===== src/rtl/grid_step_sequencer.sv =====
// Single-clock game-step FSM for the Tetris playfield; sole owner of the row-wide grid RAM port.
// Optional score output is enabled by defining SCORE_EN.
module grid_step_sequencer #(
    parameter int ROWS    = 16,
    parameter int COLS    = 16,
    parameter int SPAWN_X = 6
) (
    input  logic            clk,
    input  logic            reset,
    input  logic            tick,
    input  logic            move_left,
    input  logic            move_right,
    input  logic [7:0]      piece_mask,
    output logic [3:0]      rd_addr,
    input  logic [COLS-1:0] rd_data,
    output logic            wr_en,
    output logic [3:0]      wr_addr,
    output logic [COLS-1:0] wr_data,
    output logic [4:0]      piece_x,
    output logic [4:0]      piece_y,
    output logic            busy,
    output logic            locked,
    output logic [1:0]      lines_cleared,
    output logic            game_over
`ifdef SCORE_EN
    ,
    output logic [15:0]     score
`endif
);

    typedef enum logic [3:0] {
        S_INIT, S_SPAWN, S_SP_RD, S_SP_CHK, S_IDLE, S_HM_RD, S_HM_CHK,
        S_VC_CHK, S_LOCK_A, S_LOCK_B, S_CP_RD, S_CP_EV, S_CLR, S_OVER
    } state_t;

    localparam logic [COLS-1:0] FULL_ROW = '1;
    localparam logic [4:0]      SPAWN_X5 = 5'(SPAWN_X);
    localparam logic [3:0]      LAST_ROW = 4'(ROWS - 1);

    state_t            state_q, state_d;
    logic [4:0]        x_q, x_d, y_q, y_d;
    logic signed [5:0] cx_q, cx_d;
    logic [7:0]        mask_q, mask_d;
    logic [COLS-1:0]   ra_q, ra_d, rb_q, rb_d;
    logic [3:0]        rp_q, rp_d;
    logic [4:0]        wp_q, wp_d;
    logic [1:0]        clr_q, clr_d, clr_nx;
    logic [1:0]        lines_q, lines_d;
    logic              locked_q, locked_d;
    logic              over_q, over_d;
    logic              wr_en_raw;
`ifdef SCORE_EN
    logic [15:0]       score_q, score_d;
    logic [16:0]       score_sum;
`endif

    // Shift is done COLS+4 wide so bits pushed past the right wall are seen, not dropped.
    function automatic logic [COLS-1:0] place(input logic [3:0] bits, input logic [4:0] col);
        logic [COLS+3:0] wide;
        wide = {{COLS{1'b0}}, bits} << col;
        return wide[COLS-1:0];
    endfunction

    // Bit 5 of col set means negative (or past any valid column): always a collision.
    function automatic logic hits(input logic [7:0] mask, input logic signed [5:0] col,
                                  input logic [COLS-1:0] row_a, input logic [COLS-1:0] row_b);
        logic [COLS+3:0] wa, wb;
        wa = {{COLS{1'b0}}, mask[3:0]} << col[4:0];
        wb = {{COLS{1'b0}}, mask[7:4]} << col[4:0];
        return col[5] | (|wa[COLS+3:COLS]) | (|wb[COLS+3:COLS])
             | (|(wa[COLS-1:0] & row_a)) | (|(wb[COLS-1:0] & row_b));
    endfunction

    always_comb begin
        // NOTE: every signal gets a default first so no path leaves it unassigned (no latches).
        state_d   = state_q;
        x_d       = x_q;
        y_d       = y_q;
        cx_d      = cx_q;
        mask_d    = mask_q;
        ra_d      = ra_q;
        rb_d      = rb_q;
        rp_d      = rp_q;
        wp_d      = wp_q;
        clr_d     = clr_q;
        lines_d   = lines_q;
        over_d    = over_q;
        locked_d  = 1'b0;
        clr_nx    = clr_q;
        rd_addr   = y_q[3:0];
        wr_en_raw = 1'b0;
        wr_addr   = '0;
        wr_data   = '0;
`ifdef SCORE_EN
        score_d   = score_q;
        score_sum = '0;
`endif
        unique case (state_q)
            S_INIT: begin
                wr_en_raw = 1'b1;
                wr_addr   = rp_q;
                rp_d      = rp_q + 4'd1;
                if (rp_q == LAST_ROW) state_d = S_SPAWN;
            end
            S_SPAWN: begin
                mask_d  = piece_mask;
                x_d     = SPAWN_X5;
                y_d     = '0;
                rd_addr = 4'd0;
                state_d = S_SP_RD;
            end
            S_SP_RD: begin
                rd_addr = 4'd1;
                ra_d    = rd_data;
                state_d = S_SP_CHK;
            end
            S_SP_CHK: begin
                if (hits(mask_q, {1'b0, x_q}, ra_q, rd_data)) begin
                    over_d  = 1'b1;
                    state_d = S_OVER;
                end else begin
                    state_d = S_IDLE;
                end
            end
            S_IDLE: begin
                if (tick) begin
                    if (move_left && !move_right)      cx_d = {1'b0, x_q} - 6'sd1;
                    else if (move_right && !move_left) cx_d = {1'b0, x_q} + 6'sd1;
                    else                               cx_d = {1'b0, x_q};
                    state_d = S_HM_RD;
                end
            end
            S_HM_RD: begin
                rd_addr = y_q[3:0] + 4'd1;
                ra_d    = rd_data;
                state_d = S_HM_CHK;
            end
            S_HM_CHK: begin
                rb_d    = rd_data;
                rd_addr = y_q[3:0] + 4'd2;
                if (!hits(mask_q, cx_q, ra_q, rd_data)) x_d = cx_q[4:0];
                state_d = S_VC_CHK;
            end
            S_VC_CHK: begin
                if (y_q >= 5'(ROWS - 2) || hits(mask_q, {1'b0, x_q}, rb_q, rd_data)) begin
                    state_d = S_LOCK_A;
                end else begin
                    y_d     = y_q + 5'd1;
                    state_d = S_IDLE;
                end
            end
            S_LOCK_A: begin
                wr_en_raw = 1'b1;
                wr_addr   = y_q[3:0];
                wr_data   = ra_q | place(mask_q[3:0], x_q);
                state_d   = S_LOCK_B;
            end
            S_LOCK_B: begin
                wr_en_raw = 1'b1;
                wr_addr   = y_q[3:0] + 4'd1;
                wr_data   = rb_q | place(mask_q[7:4], x_q);
                locked_d  = 1'b1;
                rp_d      = LAST_ROW;
                wp_d      = 5'(ROWS - 1);
                clr_d     = '0;
                state_d   = S_CP_RD;
            end
            S_CP_RD: begin
                rd_addr = rp_q;
                state_d = S_CP_EV;
            end
            S_CP_EV: begin
                // Writes land on wp >= rp while later reads go strictly above rp, so no hazard.
                if (rd_data == FULL_ROW) begin
                    if (clr_q != 2'd3) clr_nx = clr_q + 2'd1;
                end else begin
                    wr_en_raw = 1'b1;
                    wr_addr   = wp_q[3:0];
                    wr_data   = rd_data;
                    wp_d      = wp_q - 5'd1;
                end
                clr_d = clr_nx;
                if (rp_q == 4'd0) begin
                    lines_d = clr_nx;
`ifdef SCORE_EN
                    score_sum = {1'b0, score_q} + ((clr_nx == 2'd0) ? 17'd0 :
                                                   (clr_nx == 2'd1) ? 17'd1 : 17'd3);
                    score_d   = score_sum[16] ? 16'hFFFF : score_sum[15:0];
`endif
                    state_d = S_CLR;
                end else begin
                    rp_d    = rp_q - 4'd1;
                    state_d = S_CP_RD;
                end
            end
            S_CLR: begin
                if (!wp_q[4]) begin
                    wr_en_raw = 1'b1;
                    wr_addr   = wp_q[3:0];
                    wp_d      = wp_q - 5'd1;
                end
                if (wp_q[4] || wp_q == 5'd0) state_d = S_SPAWN;
            end
            S_OVER:  state_d = S_OVER;
            default: state_d = S_INIT;
        endcase
    end

    // Gating with reset keeps an aborted operation from committing a write in the reset cycle.
    assign wr_en         = wr_en_raw & ~reset;
    assign piece_x       = x_q;
    assign piece_y       = y_q;
    assign busy          = (state_q != S_IDLE);
    assign locked        = locked_q;
    assign lines_cleared = lines_q;
    assign game_over     = over_q;
`ifdef SCORE_EN
    assign score         = score_q;
`endif

    always_ff @(posedge clk) begin
        // NOTE: sequential state uses non-blocking assignments only, so every flop sees pre-edge values.
        if (reset) begin
            state_q  <= S_INIT;
            x_q      <= SPAWN_X5;
            y_q      <= '0;
            cx_q     <= '0;
            mask_q   <= '0;
            ra_q     <= '0;
            rb_q     <= '0;
            rp_q     <= '0;
            wp_q     <= '0;
            clr_q    <= '0;
            lines_q  <= '0;
            locked_q <= 1'b0;
            over_q   <= 1'b0;
`ifdef SCORE_EN
            score_q  <= '0;
`endif
        end else begin
            state_q  <= state_d;
            x_q      <= x_d;
            y_q      <= y_d;
            cx_q     <= cx_d;
            mask_q   <= mask_d;
            ra_q     <= ra_d;
            rb_q     <= rb_d;
            rp_q     <= rp_d;
            wp_q     <= wp_d;
            clr_q    <= clr_d;
            lines_q  <= lines_d;
            locked_q <= locked_d;
            over_q   <= over_d;
`ifdef SCORE_EN
            score_q  <= score_d;
`endif
        end
    end

endmodule


===== config.mk =====
export PLATFORM = sky130hd
export DESIGN_NAME = grid_step_sequencer
export DESIGN_NICKNAME = d
export VERILOG_FILES = /design/src/rtl/grid_step_sequencer.sv
export SDC_FILE = /design/constraint.sdc
export NUM_CORES = 1
export LEC_CHECK = 0
export BUFFER_PORTS_ARGS = -buffer_cell sky130_fd_sc_hd__buf_2
export CAP_MARGIN = 20
export CORE_MARGIN = 10
export CORE_UTILIZATION = 24
export CTS_BUF_LIST = sky130_fd_sc_hd__clkbuf_8
export DETAILED_ROUTE_END_ITERATION = 10
export HOLD_SLACK_MARGIN = 0.12
export PLACE_DENSITY = 0.48
export SETUP_SLACK_MARGIN = 0.5
export SYNTH_ARGS = -nofsm -noshare
export SYNTH_HDL_FRONTEND = slang
export SYNTH_SLANG_ARGS = --single-unit

===== constraint.sdc =====
create_clock -name clk -period 3.1 [get_ports clk]
set_input_delay 0.155 -clock clk [delete_from_list [all_inputs] [get_ports clk]]
set_output_delay 0.155 -clock clk [all_outputs]
set_load 0.05 [all_outputs]

==> metrics.md <==
| Metric | Value |
|---|---|
| Tmin final | 2.70 ns |
| Commonest cells in the netlist | nand2_1 (125), a21oi_1 (100), nor2_1 (80) |
| Clk sinks | 75 |
| RR Startpoint | piece_x[1] |
| CTS H-tree depth | 3 |
| Yosys reg bits | 75 |
| Die Span X | 177 µm |
| Final core utilization | 31.8% |
| Die Area | 31300 µm² |
| Delay of the slowest critical-path stage | 0.44 ns |
| Post-Synthesis Cell Area | 5900 µm² |
| Area grow syn2layout | 30.7% |
| DR pass1 iterations | 7 |
| Ys async rst share | 0% |
| Initial core utilization | 24.3% |
| I/O pin total | 69 |
| Post-DP HPWL | 18900 µm |
| Crit Path Max Fanout | 8 |
| Via count | 6808 |
| Synth warnings | 0 |
| Worst Hold Class | primary input to register |
| Tcrit/Tclk final | 87.1% |
| Global Route Usage Sum | 16.2% |
| Vias in the first global route | 6495 |
| Nets | 983 |
| Worst path cell trace | buf_4, buf_12, nand3b_1, o21ai_2, and3_1, a2111o_1, a2111o_1, buf_4, o31ai_4, mux2_4 |
| Clock latency on the worst-skew pair | 0.40 ns |
| CP Class | register to register |
| Critical Path RT | 3.39 ns |
| Clock buffer depth | 2 |
| Crit. End Element | register |
| Hold WS | 0.318 ns |
| Via/cell ratio | 5.35 |
| Layout cells sized above 1 | 24.3% |
| Grt total ovfl | 0 |
| CTS clk-pin slew, worst paths | 0.10 ns |
| Routed WL | 26000 µm |
| DRC Markers | 0 |
| CTS tree | done |
| RR Endpoint | piece_y[1] |
| Synthesized Nets | 875 |
| Largest net degree at the start of global routing | 41 |
| First-pass GRT wire length | 39900 µm |
| Synth area leaders | dfxtp_1 (25%), a21oi_1 (8.5%), nand2_1 (7.9%) |
| Slew HR | 37.5% |
| DIE HEIGHT | 177 µm |
| RSZ-0062 raised after global routing | true |
| Final Slew Violations | 0 |
| Synth top area share | 25.4% |
| Total CTS buffers | 9 |
| Cell Pwr Density | 486 nW/µm² |
| Number of synthesized flops with an enable pin | 0 |
| Initial antenna violation count | 0 |
| Final setup violation count | 0 |
| Worst endpoint data arrival time | 2.99 ns |
| Filler instances | 2632 |
| CP startpoint | piece_x[1] |
| Buffers on Ports | 68 |
| Fmax | 370 MHz |
| Root Buffer | clkbuf_8 |
| Distinct cells, synth | 74 |
| Detailed Route Iter0 Violations | 643 |
| Syn Area/Cell | 7.06 µm² |
| Max Clock Skew | 0.0178 ns |
| Setup TNS | 0 ns |
| Average wire per cell in the routed design | 20.5 µm |
| Antenna Violating Nets Remaining | 0 |
| Critical Path End | piece_y[1] |
| Top_reg_cell synth | dfxtp_1 |
| R2R depth | 10 |
| Core area | 24200 µm² |
| Rows | 57 |
| Gate Count Post-Synth | 836 |
| Seq/Total Area, Yosys | 25.4% |
| Startpoint types | register |
| Pleak | 0.00278 µW |
| Slowest cell on the critical path | dfxtp_4 |
| Max_cap viols | 0 |
| Most frequent cell after synthesis | nand2_1 |
| Post-synthesis cell type with the largest combined area | dfxtp_1 |
| Seq. cell area | 1550 µm² |
| Register-to-register setup slack | 0.40 ns |
| Outcome | complete, no violations |
| Routability congestion estimate | 0.952 |
| Ant. Diodes | 0 |
| Final hold violations | 0 |
| Worst-margin pin slew | 0.936 ns |
| Area occupied by multi-input gates | 4240 µm² |
| Worst-case vdd ir drop | 201 µV |
metrics by stage:
| stage | total power (µW) | cells | cell area (µm²) | setup slack, ns |
|---|---|---|---|---|
| 2_1_floorplan | 2180 | 836 | 5920 | 0.508 |
| 5_1_grt | 3980 | 1273 | 7720 | 0.282 |
| 6_report | 3750 | 1273 | 7720 | 0.400 |
| 3_5_place_dp | 2660 | 1204 | 6700 | 0.217 |
| 3_3_place_gp | 2670 | 1203 | 6690 | 0.218 |
| 4_1_cts | 3640 | 1262 | 7430 | 0.439 |
kinds of logic (layout without fill, tap and decap cells):
logic type	after synthesis	in the layout	share of synthesized area, %
simple gates	339	339	27.5
flops	75	75	25.4
mux	40	40	7.69
buf+inv	92	205	6.51
compound gates	272	272	29.4
fa+ha+maj	10	10	2.25
xor+xnor	8	8	1.19
placed cells by master, fill, tap and decap left out, drive strengths merged, types with 7 or more instances in the layout:
cell type,n
nand3b,12
clkbuf,11
mux2i,29
nor2b,19
nand3,22
a221oi,7
a32oi,8
nand4,11
a31oi,10
nor3,23
nand2,125
mux2,11
nand2b,12
o22ai,10
a22oi,11
ha,9
nor2,80
a21oi,100
o21ai,56
inv,30
buf,135
dlygate4sd3,24
dfxtp,75
where the power goes:
part / internal, µW / switching [µW]
clock: 460 / 461
combinational: 572 / 926
sequential: 1080 / 253
total: 2110 / 1640
worst max-delay path: cells and delay by family (launching register included):
kind | cells | cell delay [ns]
buf+inv | 3 | 0.42
simple gates | 2 | 0.33
compound gates | 4 | 1.09
mux | 1 | 0.32
flops | 1 | 0.44
metal layers:
layer / vias to the layer above / track usage (%) / part of all wire (%)
met3: 25 / 3.03 / 6.4
li1: 3278 / - / -
met4: 0 / 4.06 / 1.5
met2: 237 / 25.9 / 47
met1: 3268 / 22.0 / 46
met5: - / 0 / 0
sequential cells by signal, indices dropped and copies added, names as in the netlist:
register	flops
clr_q	2
cx_q	6
game_over	1
lines_cleared	2
locked	1
mask_q	8
piece_x	5
piece_y	5
ra_q	16
rb_q	16
rp_q	4
state_q	4
wp_q	5
worst min path at each step:
stage	startpoint	to	slack [ns]	depth (start not counted)
finish	reset	lines_cleared[0]	0.32	2
global route	reset	state_q[2]	0.37	2
CTS	tick	state_q[0]	0.29	4
detailed placement	piece_mask[0]	mask_q[0]	0.41	3
global placement	piece_mask[2]	mask_q[2]	0.40	3
floorplan	rd_data[10]	rb_q[10]	0.29	2
repair_timing:
| action | CTS | global route |
|---|---|---|
| endpoints found under the setup margin | 27 | 33 |
| buffers inserted | 18 | 11 |
| pin swaps | 5 | 11 |
| hold endpoints to repair | 40 | 0 |
| hold buffers | 24 | 0 |
| resized for setup | 41 | 58 |
area by class of cell:
class	instances	area share (%)
repair buffers	161	15.5
inverters	28	1.36
clock inverters	7	1.28
flip-flops and latches	75	20.1
multi-input cells	669	55.0
clock buffers	9	1.61
well taps	324	5.25
No activity file was read; power rests on OpenSTA's default activity.
